### src/rtl/cdc_pulse_sender.sv
// Source-side initiator of a four-phase req/ack handshake: edge-detects i_pulse,
// queues events in a saturating counter and launches one full handshake per event.
module cdc_pulse_sender #(
    parameter int CNT_WIDTH      = 4,
    parameter int SYNC_STAGES    = 2,
    parameter int TIMEOUT_CYCLES = 1024
) (
    input  logic                 i_clk,
    input  logic                 i_reset,
    input  logic                 i_pulse,
    output logic                 o_req,
    input  logic                 i_ack,
    output logic                 o_busy,
    output logic [CNT_WIDTH-1:0] o_pending,
    output logic                 o_sent,
    output logic                 o_overflow,
    output logic                 o_timeout,
    input  logic                 i_clear_status
);

    localparam int TW = (TIMEOUT_CYCLES > 0) ? $clog2(TIMEOUT_CYCLES + 1) : 1;
    localparam logic [TW-1:0] T_LIMIT = TW'(TIMEOUT_CYCLES);
    localparam logic [TW-1:0] T_LAST  = TW'(TIMEOUT_CYCLES - 1);

    typedef enum logic [1:0] {
        IDLE     = 2'd0,
        REQ_HIGH = 2'd1,
        REQ_LOW  = 2'd2
    } state_t;

    state_t                 state;
    state_t                 state_next;
    logic                   launch;
    logic                   sent_next;
    logic                   pulse_rt;
    logic                   pulse_edge;
    logic                   full;
    logic                   drop;
    logic                   timeout_set;
    logic [SYNC_STAGES-1:0] ack_sync;
    logic                   ack_s;
    logic [TW-1:0]          phase_cnt;

    // pulse_rt resets high so a level already high at reset release is not an event.
    assign pulse_edge = i_pulse & ~pulse_rt;
    assign ack_s      = ack_sync[SYNC_STAGES-1];
    assign full       = &o_pending;
    assign drop       = pulse_edge & full & ~launch;
    assign o_busy     = (state != IDLE);

    always_ff @(posedge i_clk or posedge i_reset) begin
        if (i_reset) begin
            pulse_rt <= 1'b1;
            ack_sync <= '0;
        end else begin
            pulse_rt <= i_pulse;
            ack_sync <= {ack_sync[SYNC_STAGES-2:0], i_ack};
        end
    end

    always_comb begin
        state_next = state;
        launch     = 1'b0;
        sent_next  = 1'b0;
        case (state)
            IDLE: begin
                if (o_pending != '0) begin
                    state_next = REQ_HIGH;
                    launch     = 1'b1;
                end
            end
            REQ_HIGH: begin
                if (ack_s) state_next = REQ_LOW;
            end
            REQ_LOW: begin
                if (!ack_s) begin
                    state_next = IDLE;
                    sent_next  = 1'b1;
                end
            end
            default: state_next = IDLE;
        endcase
    end

    always_ff @(posedge i_clk or posedge i_reset) begin
        if (i_reset) begin
            state  <= IDLE;
            o_req  <= 1'b0;
            o_sent <= 1'b0;
        end else begin
            state  <= state_next;
            o_req  <= (state_next == REQ_HIGH);
            o_sent <= sent_next;
        end
    end

    // An edge coinciding with a launch leaves the count unchanged; a full queue never wraps.
    always_ff @(posedge i_clk or posedge i_reset) begin
        if (i_reset) begin
            o_pending <= '0;
        end else begin
            case ({pulse_edge, launch})
                2'b10:   if (!full) o_pending <= o_pending + CNT_WIDTH'(1);
                2'b01:   o_pending <= o_pending - CNT_WIDTH'(1);
                default: o_pending <= o_pending;
            endcase
        end
    end

    assign timeout_set = (TIMEOUT_CYCLES != 0) && (state != IDLE) &&
                         (state_next == state) && (phase_cnt == T_LAST);

    always_ff @(posedge i_clk or posedge i_reset) begin
        if (i_reset) begin
            phase_cnt <= '0;
        end else if (state_next != state) begin
            phase_cnt <= '0;
        end else if ((state != IDLE) && (phase_cnt != T_LIMIT)) begin
            phase_cnt <= phase_cnt + TW'(1);
        end
    end

    // Sticky flags: a set in the same cycle as a clear wins.
    always_ff @(posedge i_clk or posedge i_reset) begin
        if (i_reset) begin
            o_overflow <= 1'b0;
            o_timeout  <= 1'b0;
        end else begin
            if (drop)                o_overflow <= 1'b1;
            else if (i_clear_status) o_overflow <= 1'b0;
            if (timeout_set)         o_timeout  <= 1'b1;
            else if (i_clear_status) o_timeout  <= 1'b0;
        end
    end

endmodule

### config.mk
export PLATFORM = sky130hd
export DESIGN_NAME = cdc_pulse_sender
export DESIGN_NICKNAME = d
export VERILOG_FILES = /design/src/rtl/cdc_pulse_sender.sv
export SDC_FILE = /design/constraint.sdc
export NUM_CORES = 1
export LEC_CHECK = 0
export BUFFER_PORTS_ARGS = -buffer_cell sky130_fd_sc_hd__buf_2
export CORE_MARGIN = 2
export CORE_UTILIZATION = 60
export CTS_BUF_LIST = sky130_fd_sc_hd__clkbuf_8
export DETAILED_ROUTE_END_ITERATION = 7
export PLACE_DENSITY_LB_ADDON = 0.05
export SKIP_CTS_REPAIR_TIMING = 1
export SYNTH_ARGS = -nofsm -noshare
export SYNTH_HDL_FRONTEND = slang
export SYNTH_SLANG_ARGS = --single-unit
### constraint.sdc
create_clock -name i_clk -period 6.4 [get_ports i_clk]
set_input_delay 0.64 -clock i_clk [delete_from_list [all_inputs] [get_ports i_clk]]
set_output_delay 0.64 -clock i_clk [all_outputs]
set_load 0.005 [all_outputs]
==> results.sh, run 1 <==
export IMPL_die_x_um=48.53
export IMPL_synthArstFlopShare=1.000
export IMPL_end_kind="flip-flop"
export IMPL_ir_drop_uv=343.5
export IMPL_fin_cells=149
export IMPL_avgViaCountPerCell=5.396
export IMPL_final_nets=133
export IMPL_setup_tns_final_ns=0
export IMPL_drive_above_1_share=0.2213
export IMPL_grt_pass1_wl_um=3615
export IMPL_gr_total_overflow=0
export IMPL_synth_distinct_cells=36
export IMPL_finClkSkew_ns=0.004253
export IMPL_tightest_slew_ns=0.8472
export IMPL_root_buffer="clkbuf_8"
export IMPL_yosys_top_cells_count="23 x dfrtp_1, 12 x nor2_1, 9 x xor2_1"
export IMPL_start_util=0.6191
export IMPL_fin_crit_ns=2.442
export IMPL_clk_pin_slew_ns=0.08
export IMPL_synth_area_leader_cell="dfrtp_1"
export IMPL_crit_path_start_kind="flip-flop"
export IMPL_worstPathMaxFanout=7
export IMPL_finalHoldViolations=0
export IMPL_hold_class="flip-flop to flip-flop"
export IMPL_crit_type="flip-flop to flip-flop"
export IMPL_dpl_cell_count=145
export IMPL_cts_buffers_inserted=3
export IMPL_ys_ff_latch=24
export IMPL_arrival_ns=2.63
export IMPL_dp_hpwl_um=1416
export IMPL_synth_most_common_cell="dfrtp_1"
export IMPL_cap_violations=0
export IMPL_post_route_period_util=0.3816
export IMPL_drt_wl_total_um=1990
export IMPL_setup_violations_final=0
export IMPL_synthesis_nets=116
export IMPL_cts_tree="yes"
export IMPL_drt_iter0_drc=6
export IMPL_synthCells=106
export IMPL_yosysSeqAreaShare=0.5058
export IMPL_synthFlopType="dfrtp_1"
export IMPL_die_area_sq_um=2355
export IMPL_dieHeight_um=48.53
export IMPL_synth_area_sq_um=1190
export IMPL_core_area_sq_um=1922
export IMPL_drv_slew=0
export IMPL_cts_max_path_buffers=2
export IMPL_io_buffers=13
export IMPL_p_per_area_nw_per_um2=420.2
export IMPL_synthTopCellsByArea="dfrtp_1 48%, xor2_1 6.6%, ha_1 4.2%"
export IMPL_synth_top_cell_area_share=0.4837
export IMPL_pin_count=14
export IMPL_clock_sinks=24
export IMPL_vias=804
export IMPL_rows=16
export IMPL_clock_latency_ns=0.27
export IMPL_yosys_warnings=0
export IMPL_grt_max_degree=25
export IMPL_h_tree_depth=1
export IMPL_p_total_uw=562.6
export IMPL_fin_util=0.6966
export IMPL_power_leakage_nw=0.6303
export IMPL_firstDrtPassIters=4
export IMPL_grt_pass1_vias=805
export IMPL_relSlewSlack=0.4346
export IMPL_fin_area_sq_um=1339
export IMPL_grt_usage=0.2008
export IMPL_drc=0
export IMPL_wl_per_cell_um=13.36
export IMPL_cp_required_ns=6.59
export IMPL_postSynthAreaPerCell_sq_um=11.23
export IMPL_gp_congestion=0.8044
export IMPL_synth_edf_count=0
export IMPL_antenna_found_initial=0
export IMPL_placed_area_sq_um=1284
export IMPL_status="completed"
export IMPL_rsz0062_at_grt="false"
export IMPL_num_antenna_cells=0
export IMPL_syn_to_final_growth_pct=12.51
export IMPL_fmaxAchievable_mhz=409.5
export IMPL_final_antenna_net_count=0
==> state kept, by name (all words and copies together), names as in the netlist, 2 cells and up <==
name,count
o_pending,4
state,2
phase_cnt,11
ack_sync,2
==> critical path, cell delays in order, from the launching register on <==
cell     delay, ns
dfrtp_1       0.48
nor2_4        0.17
inv_2         0.09
or3_4         0.44
inv_2         0.08
ha_1          0.22
a21o_1        0.17
a21oi_1       0.27
mux2i_4       0.28
xor2_1        0.18
==> path summary, 6_finish.rpt <==
kind	startpoint	endpoint	slack [ns]	cells past startpoint
max	state[1]	o_pending[3]	3.96	9
min	ack_sync[0]	ack_sync[1]	0.35	0
min in group asynchronous	i_reset	o_overflow	0.53	2
max reg2reg	state[1]	o_pending[3]	3.96	9
min reg2reg	ack_sync[0]	ack_sync[1]	0.35	0
max in group asynchronous	i_reset	phase_cnt[3]	5.35	2
==> final cells by class <==
type                    count  area (sq um)
multi-input cells          72         549.3
fillers                   157         583.1
clock buffers               4         55.05
repair buffers             13         65.06
inverters                   9         33.78
well taps                  27         33.78
flip-flops and latches     24         601.8
==> per-stage QoR <==
| stage | hold slack (ns) | setup slack, ns |
|---|---|---|
| 2_1_floorplan | 0.3312 | 4.065 |
| 3_3_place_gp | 0.3338 | 3.923 |
| 3_5_place_dp | 0.3364 | 3.837 |
| 4_1_cts | 0.3559 | 3.954 |
| 5_1_grt | 0.3623 | 3.845 |
| 6_report | 0.3527 | 3.958 |
==> per-layer routing <==
metal | share of wire | vias to the layer above | track usage
met2 | 0.48 | 16 | 0.3125
li1 | - | 393 | -
met4 | 0.022 | 0 | 0.09524
met3 | 0.034 | 5 | 0.04012
met5 | 0 | - | 0
met1 | 0.46 | 390 | 0.2731
==> logic make-up after synthesis <==
family / Yosys count / synth area share
adders and majority gates: 5 / 0.05889
AOI/OAI and AO/OA: 12 / 0.07255
and+or+nand+nor: 37 / 0.1767
xor gates and xnor gates: 13 / 0.09569
DFF: 24 / 0.5058
buffers and inverters: 10 / 0.03260
muxes: 5 / 0.05783
==> cell usage in the layout (no fill, tap or decap), drive strengths merged, types with 2 or more instances in the layout <==
cell and n:
ha 4, nand4 5, inv 9, nand2 4, nor2 13, dfrtp 23, xor2 9, o21ai 3
mux2i 3, nand2b 4, nand3 2, and2 2, nor4 3, a31oi 2, xnor2 4, clkbuf 4
buf 13, mux2 2
==> power breakdown <==
group          switching (mW)  internal, mW
Combinational           0.121         0.114
Sequential             0.0412         0.184
Clock                  0.0472        0.0549
Note: power is estimated with default switching activity, not from simulation.
==> run 2, diff against run 1 <==
--- a/config.mk
+++ b/config.mk
@@ -7,7 +7,7 @@
 export LEC_CHECK = 0
 export BUFFER_PORTS_ARGS = -buffer_cell sky130_fd_sc_hd__buf_2
 export CORE_MARGIN = 2
-export CORE_UTILIZATION = 60
+export CORE_UTILIZATION = 59
 export CTS_BUF_LIST = sky130_fd_sc_hd__clkbuf_8
 export DETAILED_ROUTE_END_ITERATION = 7
 export PLACE_DENSITY_LB_ADDON = 0.05
==> constraint.sdc (replaced) <==
create_clock -name i_clk -period 2.5 [get_ports i_clk]
set_input_delay 0.25 -clock i_clk [delete_from_list [all_inputs] [get_ports i_clk]]
set_output_delay 0.25 -clock i_clk [all_outputs]
set_load 0.005 [all_outputs]
==> run 2 against run 1 <==
Compared with the run above: highest routed layer is now met3; clock power grew to 2.5 times the previous value; wire length rose by 4.0%; largest cell class unchanged; fmax grew 3.3%; clock skew decreased by 0.0022 ns; sequential share of layout area shrank 0.25 points; critical path depth stayed put; total power grew to 2.6 times the previous value; non-clock buffer count up 1; die area up 1.6%; sequential power grew to 2.5 times the previous value; hold slack got worse by 0.26 ns.
==> results.sh, run 2 (synthesis gave the netlist of run 1 again) <==
export IMPL_clk_pin_slew_ns=0.08
export IMPL_wl_per_cell_um=13.80
export IMPL_mostFrequentLayoutCells="23 x dfrtp_1, 13 x buf_2, 12 x nor2_1"
export IMPL_status="completed"
export IMPL_final_nets=134
export IMPL_cpMostUsedCell="inv_2"
export IMPL_setup_violations_final=0
export IMPL_crit_slowest_cell="dfrtp_1"
export IMPL_fin_crit_ns=2.365
export IMPL_grt_usage=0.1928
export IMPL_rsz0062_at_grt="false"
export IMPL_comb_power_share=0.422
export IMPL_gp_congestion=0.8657
export IMPL_crit_path_start_kind="flip-flop"
export IMPL_multi_input_area_sq_um=549.3
export IMPL_finalHoldViolations=0
export IMPL_die_area_sq_um=2392
export IMPL_post_route_period_util=0.9460
export IMPL_fmaxAchievable_mhz=422.8
export IMPL_avgViaCountPerCell=5.567
export IMPL_grt_pass1_vias=809
export IMPL_num_antenna_cells=0
export IMPL_final_common_cell="dfrtp_1"
export IMPL_core_area_sq_um=1922
export IMPL_clkPwrFrac=0.178
export IMPL_regMostFlops="phase_cnt"
export IMPL_p_int_uw=907.9
export IMPL_drive_above_1_share=0.2276
export IMPL_rows=16
export IMPL_largest_reg_flops=11
export IMPL_io_buffers=13
export IMPL_start_util=0.6191
export IMPL_worst_hold_path_num_cells=1
export IMPL_tightest_slew_ns=0.8639
export IMPL_drv_slew=0
export IMPL_end_kind="flip-flop"
export IMPL_root_buffer="clkbuf_8"
export IMPL_h_tree_depth=1
export IMPL_cts_buffers_inserted=3
export IMPL_reg2reg_depth=9
export IMPL_p_switching_uw=531.0
export IMPL_cts_max_path_buffers=2
export IMPL_hold_class="primary input to flip-flop"
export IMPL_sw_frac_of_total=0.3690
export IMPL_p_seq_frac=0.401
export IMPL_cap_violations=0
export IMPL_top_regs="phase_cnt x11, o_pending x4"
export IMPL_cts_tree="yes"
export IMPL_min_from="i_pulse"
export IMPL_power_leakage_nw=0.6357
export IMPL_dp_hpwl_um=1524
export IMPL_worstPathCellList="nor2_4 > inv_2 > or3_4 > inv_2 > ha_1 > a21o_1 > a21oi_1 > mux2i_4 > xor2_1"
export IMPL_drt_iter0_drc=19
export IMPL_syn_to_final_growth_pct=13.14
export IMPL_slowest_delay_ns=0.45
export IMPL_crit_type="flip-flop to flip-flop"
export IMPL_clock_latency_ns=0.26
export IMPL_seqCellArea_sq_um=601.8
export IMPL_pin_count=14
export IMPL_setup_tns_final_ns=0
export IMPL_arrival_ns=2.56
export IMPL_hold_ws_ns=0.08873
export IMPL_ir_drop_uv=975.2
export IMPL_die_x_um=48.91
export IMPL_fin_util=0.7005
export IMPL_nFillCells=150
export IMPL_reg2reg_setup_slack_ns=0.13
export IMPL_cp_required_ns=2.69
export IMPL_grt_pass1_wl_um=3615
export IMPL_vias=835
export IMPL_clock_sinks=24
export IMPL_worstPathMaxFanout=7
export IMPL_firstDrtPassIters=4
export IMPL_drc=0
export IMPL_relSlewSlack=0.4235
export IMPL_gr_total_overflow=0
export IMPL_dieHeight_um=48.91
export IMPL_antenna_found_initial=0
export IMPL_holdPathEnd="pulse_rt"
export IMPL_reg2reg_from="state[1]"
export IMPL_finClkSkew_ns=0.002038
export IMPL_final_antenna_net_count=0
export IMPL_grt_max_degree=25
export IMPL_p_per_area_nw_per_um2=1069
export IMPL_worstReg2RegEnd="o_pending[3]"
export IMPL_drt_wl_total_um=2070
==> run 2: area by class of cell <==
| type | count | area share |
|---|---|---|
| multi-input combinational | 72 | 0.4080 |
| sequential | 24 | 0.4470 |
| clock buffer | 4 | 0.04089 |
| inverter | 9 | 0.02509 |
| timing repair buffer | 14 | 0.05390 |
| tap | 27 | 0.02509 |
==> run 2: worst max-delay path by stage <==
stage	start	end	slack, ns
after floorplan	state[1]	o_pending[3]	0.26
after global placement	state[1]	o_pending[3]	0.21
after detailed placement	state[1]	o_pending[3]	0.16
after CTS	state[1]	o_pending[3]	0.14
after global routing	state[1]	o_pending[3]	0.02
final	state[1]	o_pending[3]	0.13
==> run 2: critical path: cells and delay by family (launching register included) <==
| kind | cells | cell delay (ns) |
|---|---|---|
| XOR/XNOR | 1 | 0.15 |
| multiplexers | 1 | 0.28 |
| flip-flops | 1 | 0.45 |
| adder cells (fa/ha/maj) | 1 | 0.22 |
| AO/OA/AOI/OAI | 2 | 0.45 |
| AND/OR/NAND/NOR | 2 | 0.59 |
| buffers and inverters | 2 | 0.16 |
==> run 2: per-stage QoR <==
stage / instances / area (sq um) / setup slack (ns) / total power, mW
after global routing: 150 / 1346 / 0.02241 / 1.545
after detailed placement: 146 / 1291 / 0.1617 / 1.194
after global placement: 146 / 1291 / 0.2126 / 1.175
after CTS: 150 / 1346 / 0.1372 / 1.456
after floorplan: 106 / 1190 / 0.2617 / 1.039
final: 150 / 1346 / 0.1349 / 1.439
==> run 2: power by group through the flow <==
stage / clock network [mW] / logic [mW] / registers [mW]
finish: 0.256 / 0.607 / 0.576
global route: 0.283 / 0.674 / 0.588
CTS: 0.262 / 0.619 / 0.574
detailed placement: 0 / 0.613 / 0.581
global placement: 0 / 0.601 / 0.574
floorplan: 0 / 0.470 / 0.568
==> run 2: routing by layer <==
metal	up-vias	global-route usage	share of wire
met4	0	0.02857	0
met1	412	0.2480	0.45
li1	394	-	-
met3	0	0.05521	0.056
met2	29	0.3311	0.49
met5	-	0	0
